## config.mk

```make
export PLATFORM = sky130hd
export DESIGN_NAME = axis_skid
export DESIGN_NICKNAME = d
export VERILOG_FILES = /design/src/rtl/axis_skid.sv
export SDC_FILE = /design/constraint.sdc
export NUM_CORES = 1
export LEC_CHECK = 0
export ABC_AREA = 0
export BUFFER_PORTS_ARGS = -buffer_cell sky130_fd_sc_hd__buf_2
export CAP_MARGIN = 10
export CORE_AREA = 2 2 39 41
export CTS_BUF_LIST = sky130_fd_sc_hd__clkbuf_4 sky130_fd_sc_hd__clkbuf_8
export CTS_CLUSTER_DIAMETER = 50
export DETAILED_ROUTE_END_ITERATION = 10
export DIE_AREA = 0 0 41 43
export PLACE_DENSITY = 0.65
export SYNTH_ARGS = -nofsm -noshare
export SYNTH_HDL_FRONTEND = slang
export SYNTH_SLANG_ARGS = --single-unit
```

## constraint.sdc

```tcl
create_clock -name clk -period 1.4 [get_ports clk]
set_clock_uncertainty 0.15 [all_clocks]
set_input_delay 0.14 -clock clk [delete_from_list [all_inputs] [get_ports clk]]
set_output_delay 0.14 -clock clk [all_outputs]
set_load 0.02 [all_outputs]
```

## src/rtl/axis_skid.sv

```systemverilog
// axis_skid: AXI-Stream backward-path register slice (skid buffer).
// Upstream tready is always driven straight from a flop.
// Build option: define AXIS_SKID_FWD_REG_EN for full mode. That mode also
// registers tvalid/tdata, giving a two-entry slice with 1-cycle latency.
// Without the macro the slice is skid-only: a 1-entry skid with a
// combinational forward path and 0-cycle latency.
module axis_skid #(
  parameter int TDATA_WIDTH = 8
) (
  input  logic                   clk,
  input  logic                   rst_n,
  input  logic                   i_sif_tvalid,
  input  logic [TDATA_WIDTH-1:0] i_sif_tdata,
  output logic                   o_sif_tready,
  output logic                   o_mif_tvalid,
  output logic [TDATA_WIDTH-1:0] o_mif_tdata,
  input  logic                   i_mif_tready,
  input  logic                   i_invalidate
);

  if (TDATA_WIDTH <= 0) begin : g_width_check
    $fatal(1, "axis_skid: TDATA_WIDTH must be > 0");
  end

  logic w_accept;
  logic w_emit;

`ifdef AXIS_SKID_FWD_REG_EN

  typedef enum logic [1:0] {
    ST_EMPTY = 2'd0,
    ST_BUSY  = 2'd1,
    ST_FULL  = 2'd2
  } state_t;

  state_t                 r_state;
  state_t                 w_state_next;
  logic [TDATA_WIDTH-1:0] r_main;
  logic [TDATA_WIDTH-1:0] r_skid;
  logic [TDATA_WIDTH-1:0] w_main_next;
  logic [TDATA_WIDTH-1:0] w_skid_next;
  logic                   r_sif_tready;
  logic                   r_mif_tvalid;

  assign w_accept = i_sif_tvalid && r_sif_tready;
  assign w_emit   = r_mif_tvalid && i_mif_tready;

  // State register: FSM state, both data entries, and the pre-decoded handshake flops
  always_ff @(posedge clk) begin
    if (!rst_n) begin
      r_state      <= ST_EMPTY;
      r_main       <= '0;
      r_skid       <= '0;
      r_sif_tready <= 1'b1;
      r_mif_tvalid <= 1'b0;
    end else begin
      r_state      <= w_state_next;
      r_main       <= w_main_next;
      r_skid       <= w_skid_next;
      r_sif_tready <= (w_state_next != ST_FULL);
      r_mif_tvalid <= (w_state_next != ST_EMPTY);
    end
  end

  // Next-state logic: invalidate overrides every transition and leaves the data untouched
  always_comb begin
    w_state_next = r_state;
    w_main_next  = r_main;
    w_skid_next  = r_skid;
    if (i_invalidate) begin
      w_state_next = ST_EMPTY;
    end else begin
      case (r_state)
        ST_EMPTY: begin
          if (w_accept) begin
            w_state_next = ST_BUSY;
            w_main_next  = i_sif_tdata;
          end
        end
        ST_BUSY: begin
          if (w_accept && !w_emit) begin
            w_state_next = ST_FULL;
            w_skid_next  = i_sif_tdata;
          end else if (!w_accept && w_emit) begin
            w_state_next = ST_EMPTY;
          end else if (w_accept && w_emit) begin
            w_main_next  = i_sif_tdata;
          end
        end
        ST_FULL: begin
          if (w_emit) begin
            w_state_next = ST_BUSY;
            w_main_next  = r_skid;
          end
        end
        default: w_state_next = ST_EMPTY;
      endcase
    end
  end

  // Output logic: every output comes straight from a register
  always_comb begin
    o_sif_tready = r_sif_tready;
    o_mif_tvalid = r_mif_tvalid;
    o_mif_tdata  = r_main;
  end

`else

  logic                   r_skid_valid;
  logic [TDATA_WIDTH-1:0] r_skid_data;
  logic                   r_sif_tready;
  logic                   w_skid_valid_next;
  logic [TDATA_WIDTH-1:0] w_skid_data_next;
  logic                   w_mif_tvalid;

  assign w_mif_tvalid = r_skid_valid || i_sif_tvalid;
  assign w_accept     = i_sif_tvalid && r_sif_tready;
  assign w_emit       = w_mif_tvalid && i_mif_tready;

  // Skid next-state: catch a beat accepted while downstream stalls, release it on emit
  always_comb begin
    w_skid_valid_next = r_skid_valid;
    w_skid_data_next  = r_skid_data;
    if (i_invalidate) begin
      w_skid_valid_next = 1'b0;
    end else if (w_accept && !i_mif_tready) begin
      w_skid_valid_next = 1'b1;
      w_skid_data_next  = i_sif_tdata;
    end else if (w_emit && r_skid_valid) begin
      w_skid_valid_next = 1'b0;
    end
  end

  // Skid registers; tready is a separate flop mirroring !skid_valid so it has no logic after it
  always_ff @(posedge clk) begin
    if (!rst_n) begin
      r_skid_valid <= 1'b0;
      r_skid_data  <= '0;
      r_sif_tready <= 1'b1;
    end else begin
      r_skid_valid <= w_skid_valid_next;
      r_skid_data  <= w_skid_data_next;
      r_sif_tready <= !w_skid_valid_next;
    end
  end

  // Output logic: the skid beat has priority, otherwise the upstream beat passes through
  always_comb begin
    o_sif_tready = r_sif_tready;
    o_mif_tvalid = w_mif_tvalid;
    o_mif_tdata  = r_skid_valid ? r_skid_data : i_sif_tdata;
  end

`endif

endmodule

```

==> flow_summary.html, run 1 <==
<table>
<tr><th>Metric</th><th>Value</th></tr>
<tr><th colspan="2">Yosys</th></tr>
<tr><td>Top cells by area, synth</td><td>sky130_fd_sc_hd__dfxtp_1, sky130_fd_sc_hd__mux2_2, sky130_fd_sc_hd__mux2i_1</td></tr>
<tr><td>Multiplexer share of the synthesized area</td><td>0.336</td></tr>
<tr><td>Combinational family with the most area after synthesis</td><td>multiplexers</td></tr>
<tr><td>Synth Area in Adders</td><td>0</td></tr>
<tr><td>Post-Synthesis Net Count</td><td>64</td></tr>
<tr><td>Synth Area per Inst</td><td>9.94 um^2</td></tr>
<tr><td>Compound-cell area share of the yosys netlist</td><td>0.0173</td></tr>
<tr><td>Parity-gate share of the synthesized area counting xor and xnor cells</td><td>0</td></tr>
<tr><td>Portion of synthesized cell area occupied by the leading cell type</td><td>0.395</td></tr>
<tr><td>Synthesis-stage register bit count</td><td>10</td></tr>
<tr><td>Seq/Total Area, Yosys</td><td>0.395</td></tr>
<tr><td>Synth Instances</td><td>51</td></tr>
<tr><td>Cell variety after synth</td><td>12</td></tr>
<tr><td>Simple-gate portion of the synthesized area</td><td>0.193</td></tr>
<tr><td>Top cell type by total area after synthesis</td><td>sky130_fd_sc_hd__dfxtp_1</td></tr>
<tr><td>Synth warnings</td><td>0</td></tr>
<tr><td>Netlist area before placement</td><td>507 um^2</td></tr>
<tr><th colspan="2">Setup path</th></tr>
<tr><td>Category of the critical setup timing path</td><td>reg2out</td></tr>
<tr><td>Endpoint arrival time on the critical path</td><td>1190 ps</td></tr>
<tr><td>Required time reported for the critical path endpoint</td><td>1110 ps</td></tr>
<tr><td>Worst-path maximum fanout</td><td>5</td></tr>
<tr><td>Kind of capture point of the worst setup path</td><td>primary output</td></tr>
<tr><td>Critical path startpoint category</td><td>register</td></tr>
<tr><th colspan="2">Floorplan</th></tr>
<tr><td>Die span in y</td><td>43 um</td></tr>
<tr><td>Number of standard-cell rows in the floorplan</td><td>14</td></tr>
<tr><td>Die outline area</td><td>1760 um^2</td></tr>
<tr><td>Starting density of the core</td><td>0.366</td></tr>
<tr><td>Core area</td><td>1380 um^2</td></tr>
<tr><td>I/O pin total</td><td>23</td></tr>
<tr><td>Die Width</td><td>about 40 um</td></tr>
<tr><th colspan="2">Finish</th></tr>
<tr><td>Relative area change from synthesis to final layout</td><td>74.1%</td></tr>
<tr><td>Layout cells sized above 1</td><td>0.471</td></tr>
<tr><td>Fill cell instance count of the final layout</td><td>117</td></tr>
<tr><td>Number of nets in the layout</td><td>101</td></tr>
<tr><td>Antenna fix cells</td><td>0</td></tr>
<tr><th colspan="2">Routing</th></tr>
<tr><td>Routed vias</td><td>476</td></tr>
<tr><td>Via/cell ratio</td><td>4.62</td></tr>
<tr><td>1st-pass router iterations</td><td>2</td></tr>
<tr><td>Wire length after detailed routing</td><td>1210 um</td></tr>
<tr><td>DRC Markers</td><td>0</td></tr>
<tr><td>Number of DRC violations after detailed-routing iteration 0</td><td>4</td></tr>
<tr><td>Post-detailed-route count of antenna-violating nets</td><td>0</td></tr>
<tr><td>Wirelength per Cell</td><td>~12 um</td></tr>
<tr><th colspan="2">Run</th></tr>
<tr><td>Count of maximum capacitance violations</td><td>0</td></tr>
<tr><th colspan="2">Global route</th></tr>
<tr><td>Sum of overflow across all layers after global routing</td><td>0</td></tr>
<tr><td>Wire length of the first global-routing pass</td><td>1490 um</td></tr>
<tr><td>Pin count of the biggest net entering global routing</td><td>17</td></tr>
<tr><td>Gr usage total</td><td>0.127</td></tr>
<tr><td>Number of global-route vias before repair</td><td>between 300 and 400</td></tr>
<tr><td>Antenna violations before repair</td><td>0</td></tr>
<tr><th colspan="2">Placed design</th></tr>
<tr><td>Final weighted congestion in routability-driven placement</td><td>approximately 0.63</td></tr>
<tr><td>Place WS</td><td>-14.9 ps</td></tr>
<tr><td>Dpl hpwl</td><td>677 um</td></tr>
<tr><td>Number of buffer cells added on primary ports</td><td>22</td></tr>
<tr><th colspan="2">Clock network</th></tr>
<tr><td>Clock transition at the register clock pins on the worst setup and hold paths after CTS</td><td>about 70 ps</td></tr>
<tr><td>Cts bufs inserted</td><td>3</td></tr>
<tr><td>Clock Path Buffers</td><td>2</td></tr>
<tr><td>Clock tree sinks</td><td>10</td></tr>
<tr><td>Clock tree from TritonCTS</td><td>done</td></tr>
<tr><td>Clock insertion delay at the later pin of the skew report</td><td>260 ps</td></tr>
<tr><td>Cell chosen for the clock root</td><td>sky130_fd_sc_hd__clkbuf_4</td></tr>
<tr><td>Count of H-tree levels built during CTS</td><td>1</td></tr>
<tr><th colspan="2">Worst hold path</th></tr>
<tr><td>Classification of the worst-slack hold path</td><td>in2reg</td></tr>
<tr><th colspan="2">Timing</th></tr>
<tr><td>Crit share post-route</td><td>1.06</td></tr>
<tr><td>Setup repair after global routing missed its margin</td><td>true</td></tr>
<tr><td>Final setup violation count</td><td>9</td></tr>
<tr><td>Least-Margin Pin Slew</td><td>293 ps</td></tr>
<tr><td>Count of final hold-check violations</td><td>0</td></tr>
<tr><td>Top achievable clock speed</td><td>676 MHz</td></tr>
<tr><td>Final-report max-slew violation count</td><td>0</td></tr>
<tr><td>Setup TNS</td><td>-626 ps</td></tr>
<tr><td>Minimum period implied by the final worst setup slack</td><td>approximately 1500 ps</td></tr>
<tr><td>Worst slew margin relative to its limit</td><td>0.804</td></tr>
<tr><td>Setup ws final</td><td>-79.7 ps</td></tr>
<tr><th colspan="2">Power and ir drop</th></tr>
<tr><td>Leakage Power</td><td>0.000390 uW</td></tr>
<tr><td>Peak supply drop</td><td>522 uV</td></tr>
<tr><td>PwrDens</td><td>832 nW/um^2</td></tr>
<tr><th colspan="2">Run status</th></tr>
<tr><td>Violations in the final reports</td><td>negative setup slack</td></tr>
<tr><td>Run status</td><td>finished with violations</td></tr>
</table>
[path summary, 6_finish.rpt]
path                   from              to  slack [ps]  cells after the start
max            r_skid_valid  o_mif_tdata[1]         -80                      3
min            i_sif_tvalid    r_skid_valid          60                      3
max reg2reg    r_skid_valid    o_sif_tready         150                      3
min reg2reg  r_skid_data[2]  r_skid_data[2]         310                      2
[kinds of logic (layout without fill, tap and decap cells)]
family | Yosys count | in the layout
multiplexers | 16 | 16
AO/OA/AOI/OAI | 1 | 1
buffers and inverters | 4 | 40
AND/OR/NAND/NOR | 20 | 20
flip-flops | 10 | 10
[cell type report]
class | instances | area, um^2 | share of cell area
clock buffer | 4 | 36.3 | 0.0411
timing repair buffer | 36 | 315 | 0.357
sequential | 10 | 204 | 0.231
tap | 16 | 20.0 | 0.0227
multi-input combinational | 37 | 307 | 0.348
[cell usage after synthesis, drive strengths merged]
cell type	n
dfxtp	10
buf	3
mux2	8
nand2	16
or4b	1
or2	1
and4bb	1
nor4b	1
mux2i	8
clkbuf	1
a21oi	1
[report_power, final]
group          switching (uW)  leakage [uW]  total, uW  internal, uW
sequential               6.12     0.0000821        299           293
clock                     100     0.0000210        258           158
combinational            72.0      0.000287        177           105
[state kept, by name, summed over array words and instances, names as in the netlist]
signal,cells
o_sif_tready,1
r_skid_valid,1
r_skid_data,8
[metal layers]
metal  track usage  vias up  part of all wire
li1              -      245                 -
met1         0.179      212              0.48
met2         0.166       19              0.46
met3        0.0471        0             0.063
met4        0.0600        0                 0
met5             0        -                 0
[worst max-delay path, cell delays in order, from the launching register on]
cell	delay [ps]
sky130_fd_sc_hd__dfxtp_4	370
sky130_fd_sc_hd__buf_6	130
sky130_fd_sc_hd__mux2_4	300
sky130_fd_sc_hd__buf_6	130
[what timing repair did]
action | 4_1_cts | 5_1_grt
setup buffers | 0 | 2
endpoints found under the hold margin | 10 | 0
hold buffers | 11 | 0
gates resized for setup | 2 | 29
endpoints found under the setup margin | 10 | 9
[metrics by stage]
| step | util | hold slack [ps] | power (uW) | cells | instance area, um^2 |
|---|---|---|---|---|---|
| after global placement | 0.444 | 180 | 417 | 86 | 614 |
| after global routing | 0.637 | 79.0 | 772 | 103 | 882 |
| after CTS | 0.552 | 57.6 | 697 | 101 | 764 |
| final | 0.637 | 57.5 | 734 | 103 | 882 |
| after detailed placement | 0.444 | 185 | 419 | 86 | 614 |
| after floorplan | - | 66.7 | 381 | 51 | 507 |
[placed cells by master (no fill, tap or decap), drive strengths merged, types with 4 or more instances in the layout]
| master | netlist | layout |
|---|---|---|
| nand2 | 16 | 16 |
| dlygate4sd3 | 0 | 11 |
| buf | 3 | 25 |
| clkbuf | 1 | 4 |
| mux2 | 8 | 8 |
| dfxtp | 10 | 10 |
| mux2i | 8 | 8 |
(Power assumes the default switching activity.)
==> run 2: changes to the inputs <==
clock period = 1.8 ns   (was 1.4 ns; I/O delays follow)
==> flow_summary.html, run 2 (synthesized netlist as in run 1, its figures left out) <==
<table>
<tr><th>Metric</th><th>Value</th></tr>
<tr><th colspan="2">Floorplan</th></tr>
<tr><td>Starting density of the core</td><td>0.366</td></tr>
<tr><td>I/O pin total</td><td>23</td></tr>
<tr><td>Die span in y</td><td>43 um</td></tr>
<tr><td>Die Width</td><td>41 um</td></tr>
<tr><td>Number of standard-cell rows in the floorplan</td><td>14</td></tr>
<tr><td>Die outline area</td><td>1760 um^2</td></tr>
<tr><td>Core area</td><td>1380 um^2</td></tr>
<tr><th colspan="2">Setup path</th></tr>
<tr><td>Library cell appearing most often on the critical path</td><td>sky130_fd_sc_hd__dlygate4sd3_1</td></tr>
<tr><td>Number of cells traversed by the worst register-to-register path</td><td>3</td></tr>
<tr><td>Kind of capture point of the worst setup path</td><td>register</td></tr>
<tr><td>Category of the critical setup timing path</td><td>in2reg</td></tr>
<tr><td>Critical-path cell list</td><td>dlygate4sd3_1, buf_2, nor4b_1, dlygate4sd3_1</td></tr>
<tr><td>Gate family responsible for the most delay along the worst path</td><td>buffers and inverters</td></tr>
<tr><td>Crit. path cell count</td><td>4</td></tr>
<tr><td>End point of the critical path</td><td>r_skid_valid</td></tr>
<tr><td>Critical path startpoint category</td><td>input pin</td></tr>
<tr><td>Worst-path maximum fanout</td><td>3</td></tr>
<tr><td>Worst reg2reg path startpoint</td><td>r_skid_valid</td></tr>
<tr><td>Setup crit start</td><td>i_invalidate</td></tr>
<tr><td>Combined buffer and inverter count along the critical path</td><td>3</td></tr>
<tr><td>Minimum setup slack among reg-to-reg paths</td><td>230 ps</td></tr>
<tr><td>Crit path largest cell delay</td><td>580 ps</td></tr>
<tr><td>Worst reg2reg path endpoint</td><td>r_skid_valid</td></tr>
<tr><td>Endpoint arrival time on the critical path</td><td>1720 ps</td></tr>
<tr><td>Cell at the slowest stage of the critical path</td><td>sky130_fd_sc_hd__dlygate4sd3_1</td></tr>
<tr><td>Required time reported for the critical path endpoint</td><td>1850 ps</td></tr>
<tr><th colspan="2">Finish</th></tr>
<tr><td>Antenna fix cells</td><td>0</td></tr>
<tr><td>Relative area change from synthesis to final layout</td><td>33.1%</td></tr>
<tr><td>Number of nets in the layout</td><td>90</td></tr>
<tr><td>Seq. cell area</td><td>201 um^2</td></tr>
<tr><td>Register name with the most flops</td><td>r_skid_data</td></tr>
<tr><td>Fill cell instance count of the final layout</td><td>134</td></tr>
<tr><td>Area of the multi-input gates</td><td>277 um^2</td></tr>
<tr><td>Max FFs per register</td><td>8</td></tr>
<tr><td>Layout cells sized above 1</td><td>0.500</td></tr>
<tr><td>Commonest non-fill, non-tap cells in the layout</td><td>sky130_fd_sc_hd__buf_2, sky130_fd_sc_hd__nand2_1, sky130_fd_sc_hd__dfxtp_1</td></tr>
<tr><td>Area of all placed cells without fillers</td><td>674 um^2</td></tr>
<tr><td>Post-route insts no fill</td><td>92</td></tr>
<tr><td>Most common library cell in the layout ignoring fill and taps</td><td>sky130_fd_sc_hd__buf_2</td></tr>
<tr><th colspan="2">Clock network</th></tr>
<tr><td>Count of H-tree levels built during CTS</td><td>1</td></tr>
<tr><td>Cts bufs inserted</td><td>3</td></tr>
<tr><td>Clock insertion delay at the later pin of the skew report</td><td>260 ps</td></tr>
<tr><td>Clock tree from TritonCTS</td><td>done</td></tr>
<tr><td>Clock Path Buffers</td><td>2</td></tr>
<tr><td>Cell chosen for the clock root</td><td>sky130_fd_sc_hd__clkbuf_4</td></tr>
<tr><td>Clock tree sinks</td><td>10</td></tr>
<tr><td>Clock transition at the register clock pins on the worst setup and hold paths after CTS</td><td>~60 ps</td></tr>
<tr><td>Post-CTS Setup Inserts</td><td>0</td></tr>
<tr><th colspan="2">Placed design</th></tr>
<tr><td>Place WS</td><td>353 ps</td></tr>
<tr><td>Final weighted congestion in routability-driven placement</td><td>0.646</td></tr>
<tr><td>Dpl cells</td><td>85</td></tr>
<tr><td>Area after detailed placement</td><td>607 um^2</td></tr>
<tr><td>Dpl hpwl</td><td>678 um</td></tr>
<tr><td>Number of buffer cells added on primary ports</td><td>22</td></tr>
<tr><th colspan="2">Worst hold path</th></tr>
<tr><td>Classification of the worst-slack hold path</td><td>in2reg</td></tr>
<tr><th colspan="2">Timing</th></tr>
<tr><td>Minimum period implied by the final worst setup slack</td><td>1670 ps</td></tr>
<tr><td>Setup repair after global routing missed its margin</td><td>false</td></tr>
<tr><td>Final setup violation count</td><td>0</td></tr>
<tr><td>Worst slew margin relative to its limit</td><td>0.806</td></tr>
<tr><td>Final-report max-slew violation count</td><td>0</td></tr>
<tr><td>Top achievable clock speed</td><td>about 600 MHz</td></tr>
<tr><td>Count of final hold-check violations</td><td>0</td></tr>
<tr><td>Least-Margin Pin Slew</td><td>290 ps</td></tr>
<tr><td>Setup TNS</td><td>0 ps</td></tr>
<tr><td>Crit share post-route</td><td>0.928</td></tr>
<tr><td>Setup ws final</td><td>130 ps</td></tr>
<tr><th colspan="2">Routing</th></tr>
<tr><td>Post-detailed-route count of antenna-violating nets</td><td>0</td></tr>
<tr><td>DRC Markers</td><td>0</td></tr>
<tr><td>Via/cell ratio</td><td>between 4 and 5</td></tr>
<tr><td>Routed vias</td><td>approximately 430</td></tr>
<tr><td>Wirelength per Cell</td><td>around 11 um</td></tr>
<tr><td>1st-pass router iterations</td><td>3</td></tr>
<tr><td>Number of DRC violations after detailed-routing iteration 0</td><td>1</td></tr>
<tr><td>Wire length after detailed routing</td><td>970 um</td></tr>
<tr><th colspan="2">Run status</th></tr>
<tr><td>Run status</td><td>finished clean</td></tr>
<tr><th colspan="2">Global route</th></tr>
<tr><td>Pin count of the biggest net entering global routing</td><td>19</td></tr>
<tr><td>Number of global-route vias before repair</td><td>372</td></tr>
<tr><td>Gr usage total</td><td>0.120</td></tr>
<tr><td>Antenna violations before repair</td><td>0</td></tr>
<tr><td>Sum of overflow across all layers after global routing</td><td>0</td></tr>
<tr><td>Wire length of the first global-routing pass</td><td>1440 um</td></tr>
<tr><th colspan="2">Power and ir drop</th></tr>
<tr><td>Leakage Power</td><td>0.000292 uW</td></tr>
<tr><td>PwrDens</td><td>between 700 and 800 nW/um^2</td></tr>
<tr><td>Peak supply drop</td><td>443 uV</td></tr>
<tr><th colspan="2">Run</th></tr>
<tr><td>Count of maximum capacitance violations</td><td>0</td></tr>
</table>
## run 2: cell types whose count changed in the layout (fill, tap and decap cells not counted), sizes merged
cell	previous run	this run
buf	25	22
dlygate4sd3	11	3
## run 2: worst min-delay path by stage
stage	from	to	slack, ps	cells past startpoint
after global routing	i_sif_tdata[7]	r_skid_data[7]	10	3
after global placement	i_invalidate	r_skid_valid	220	2
after floorplan	i_invalidate	r_skid_valid	110	1
final	i_sif_tdata[7]	r_skid_data[7]	20	3
after CTS	i_sif_tdata[7]	r_skid_data[7]	10	3
after detailed placement	i_invalidate	r_skid_valid	230	2
## run 2: metal layers
layer,wire length (um),GRT usage,vias to the layer above,share of wire
li1,-,-,228,-
met1,480,0.150,182,0.49
met2,414,0.172,15,0.43
met3,75,0.0471,0,0.077
met4,0,0.0600,0,0
met5,0,0,-,0
## run 2: metrics by stage
step | hold slack (ps) | total power (uW) | util
global route | 11.2 | 552 | 0.487
floorplan | 107 | 296 | -
detailed placement | 226 | 324 | 0.439
finish | 23.9 | 521 | 0.487
CTS | 13.0 | 530 | 0.486
global placement | 220 | 323 | 0.439
## run 2: final cells by class
type | instances | area share
flip-flops and latches | 10 | 0.299
multi-input cells | 37 | 0.410
repair buffers | 25 | 0.208
clock buffers | 4 | 0.0538
well taps | 16 | 0.0297
## run 2: repair_timing
item | in CTS | in global routing
gates resized for setup | 0 | 1
hold buffers | 3 | 0
hold endpoints to repair | 2 | 0
endpoints found under the setup margin | 0 | 1
## run 2: worst min-delay path: stages
cell	delay, ps
sky130_fd_sc_hd__buf_2	100
sky130_fd_sc_hd__nand2_1	50
sky130_fd_sc_hd__mux2i_1	50
## run 2: where the power goes
part | total (uW) | switching, uW | internal, uW
clock | 197 | 74.6 | 123
combinational | 88.8 | 46.0 | 42.8
sequential | 235 | 5.67 | 229
total | 521 | 126 | 394
==> run 3: changes to the inputs <==
BUFFER_PORTS_ARGS = not set   (was -buffer_cell sky130_fd_sc_hd__buf_2)
CAP_MARGIN = not set   (was 10)
DONT_BUFFER_PORTS = 1   (was not set)
PLACE_DENSITY = 0.5   (was 0.65)
==> flow_summary.html, run 3 (synthesized netlist as in run 1, its figures left out) <==
<table>
<tr><th>Metric</th><th>Value</th></tr>
<tr><th colspan="2">Run status</th></tr>
<tr><td>Run status</td><td>finished clean</td></tr>
<tr><th colspan="2">Finish</th></tr>
<tr><td>Antenna fix cells</td><td>0</td></tr>
<tr><td>Commonest non-fill, non-tap cells in the layout</td><td>sky130_fd_sc_hd__nand2_1, sky130_fd_sc_hd__dlygate4sd3_1, sky130_fd_sc_hd__dfxtp_1</td></tr>
<tr><td>Layout cells sized above 1</td><td>0.226</td></tr>
<tr><td>Relative area change from synthesis to final layout</td><td>26.2%</td></tr>
<tr><td>Register name with the most flops</td><td>r_skid_data</td></tr>
<tr><td>Number of nets in the layout</td><td>77</td></tr>
<tr><td>Area of all placed cells without fillers</td><td>639 um^2</td></tr>
<tr><td>Max FFs per register</td><td>8</td></tr>
<tr><td>Most common library cell in the layout ignoring fill and taps</td><td>sky130_fd_sc_hd__nand2_1</td></tr>
<tr><th colspan="2">Timing</th></tr>
<tr><td>Final setup violation count</td><td>0</td></tr>
<tr><td>Count of final hold-check violations</td><td>0</td></tr>
<tr><td>Top achievable clock speed</td><td>slightly below 600 MHz</td></tr>
<tr><td>Setup TNS</td><td>0 ps</td></tr>
<tr><td>Setup repair after global routing missed its margin</td><td>false</td></tr>
<tr><td>Least-Margin Pin Slew</td><td>566 ps</td></tr>
<tr><td>Minimum period implied by the final worst setup slack</td><td>1730 ps</td></tr>
<tr><td>Worst slew margin relative to its limit</td><td>0.621</td></tr>
<tr><td>Final-report max-slew violation count</td><td>0</td></tr>
<tr><td>Crit share post-route</td><td>0.959</td></tr>
<tr><th colspan="2">Placed design</th></tr>
<tr><td>Dpl hpwl</td><td>approximately 660 um</td></tr>
<tr><td>Area after detailed placement</td><td>497 um^2</td></tr>
<tr><td>Number of buffer cells added on primary ports</td><td>0</td></tr>
<tr><td>Final weighted congestion in routability-driven placement</td><td>roughly 0.63</td></tr>
<tr><th colspan="2">Clock network</th></tr>
<tr><td>Post-CTS Setup Inserts</td><td>0</td></tr>
<tr><td>Cell chosen for the clock root</td><td>sky130_fd_sc_hd__clkbuf_4</td></tr>
<tr><td>Clock Path Buffers</td><td>2</td></tr>
<tr><td>Clock tree from TritonCTS</td><td>done</td></tr>
<tr><td>CTS Hold Bufs</td><td>12</td></tr>
<tr><td>Number of gates resized after cts</td><td>0</td></tr>
<tr><td>Clock insertion delay at the later pin of the skew report</td><td>250 ps</td></tr>
<tr><td>Clock tree sinks</td><td>10</td></tr>
<tr><td>Count of H-tree levels built during CTS</td><td>1</td></tr>
<tr><td>Clock transition at the register clock pins on the worst setup and hold paths after CTS</td><td>60 ps</td></tr>
<tr><td>Cts bufs inserted</td><td>3</td></tr>
<tr><th colspan="2">Setup path</th></tr>
<tr><td>Worst-path maximum fanout</td><td>10</td></tr>
<tr><td>Number of cells traversed by the worst register-to-register path</td><td>3</td></tr>
<tr><td>Kind of capture point of the worst setup path</td><td>register</td></tr>
<tr><td>Required time reported for the critical path endpoint</td><td>1850 ps</td></tr>
<tr><td>Critical path startpoint category</td><td>register</td></tr>
<tr><td>Category of the critical setup timing path</td><td>reg2reg</td></tr>
<tr><td>Endpoint arrival time on the critical path</td><td>1770 ps</td></tr>
<tr><th colspan="2">Floorplan</th></tr>
<tr><td>Core area</td><td>1380 um^2</td></tr>
<tr><td>Die span in y</td><td>43 um</td></tr>
<tr><td>Starting density of the core</td><td>0.366</td></tr>
<tr><td>I/O pin total</td><td>23</td></tr>
<tr><td>Die Width</td><td>41 um</td></tr>
<tr><td>Die outline area</td><td>1760 um^2</td></tr>
<tr><td>Number of standard-cell rows in the floorplan</td><td>14</td></tr>
<tr><th colspan="2">Routing</th></tr>
<tr><td>Number of DRC violations after detailed-routing iteration 0</td><td>3</td></tr>
<tr><td>Via/cell ratio</td><td>5.08</td></tr>
<tr><td>Wire length after detailed routing</td><td>1010 um</td></tr>
<tr><td>Routed vias</td><td>396</td></tr>
<tr><td>Wirelength per Cell</td><td>roughly 13 um</td></tr>
<tr><td>DRC Markers</td><td>0</td></tr>
<tr><td>1st-pass router iterations</td><td>3</td></tr>
<tr><td>Post-detailed-route count of antenna-violating nets</td><td>0</td></tr>
<tr><th colspan="2">Global route</th></tr>
<tr><td>Sum of overflow across all layers after global routing</td><td>0</td></tr>
<tr><td>Antenna violations before repair</td><td>0</td></tr>
<tr><td>Wire length of the first global-routing pass</td><td>1520 um</td></tr>
<tr><td>Number of global-route vias before repair</td><td>approximately 400</td></tr>
<tr><td>Gr usage total</td><td>0.132</td></tr>
<tr><td>Pin count of the biggest net entering global routing</td><td>18</td></tr>
<tr><th colspan="2">Power and ir drop</th></tr>
<tr><td>Combinational cell fraction of total power</td><td>0.169</td></tr>
<tr><td>Power Total</td><td>459 uW</td></tr>
<tr><td>Fraction of power spent switching nets</td><td>0.249</td></tr>
<tr><td>Switching power</td><td>~110 uW</td></tr>
<tr><td>Leakage Power</td><td>0.000236 uW</td></tr>
<tr><td>P_int</td><td>roughly 340 uW</td></tr>
<tr><td>Clock power frac</td><td>0.318</td></tr>
<tr><td>Peak supply drop</td><td>528 uV</td></tr>
<tr><td>PwrDens</td><td>717 nW/um^2</td></tr>
<tr><td>Portion of total power attributed to sequential cells</td><td>0.513</td></tr>
<tr><th colspan="2">Worst hold path</th></tr>
<tr><td>Classification of the worst-slack hold path</td><td>in2reg</td></tr>
<tr><td>Worst hold path depth</td><td>2</td></tr>
<tr><th colspan="2">Run</th></tr>
<tr><td>Count of maximum capacitance violations</td><td>0</td></tr>
</table>
==> run 3: worst paths after layout <==
path / from / to / slack, ps
hold reg to reg: r_skid_data[2] / r_skid_data[2] / 310
setup / recovery: r_skid_valid / r_skid_valid / 70
setup reg to reg: r_skid_valid / r_skid_valid / 70
hold / removal: i_sif_tvalid / o_sif_tready / 30
==> run 3: layout make-up <==
cell class	instances	area (um^2)
flip-flops and latches	10	200
multi-input cells	37	277
repair buffers	12	120
clock buffers	3	22.5
fillers	152	744
well taps	16	20.0
==> run 3: power by group through the flow <==
stage	clock (uW)	combinational, uW	sequential, uW
6_report	146	77.4	235
5_1_grt	167	82.6	236
4_1_cts	157	78.2	235
3_5_place_dp	0	53.0	240
3_3_place_gp	0	52.1	240
2_1_floorplan	0	58.8	237
==> run 3: stage by stage <==
step | worst slack [ps] | utilization | hold slack, ps | std cells
floorplan | 542 | - | 107 | 51
global placement | 428 | 0.359 | 110 | 63
detailed placement | 399 | 0.359 | 119 | 63
CTS | 97.4 | 0.462 | 14.0 | 78
global route | 6.89 | 0.462 | 28.4 | 78
finish | 73.9 | 0.462 | 25.5 | 78
==> run 3: worst max-delay path, stage by stage (launching register included) <==
cell and delay (ps):
sky130_fd_sc_hd__dfxtp_1 600, sky130_fd_sc_hd__a21oi_2 60, sky130_fd_sc_hd__nor4b_1 250, sky130_fd_sc_hd__dlygate4sd3_1 600
==> run 3: layer usage <==
metal / vias to the layer above / GRT usage / share of wire
met5: - / 0 / 0
met4: 0 / 0.0600 / 0.013
met3: 2 / 0.0785 / 0.094
met2: 16 / 0.213 / 0.48
met1: 183 / 0.127 / 0.41
li1: 195 / - / -
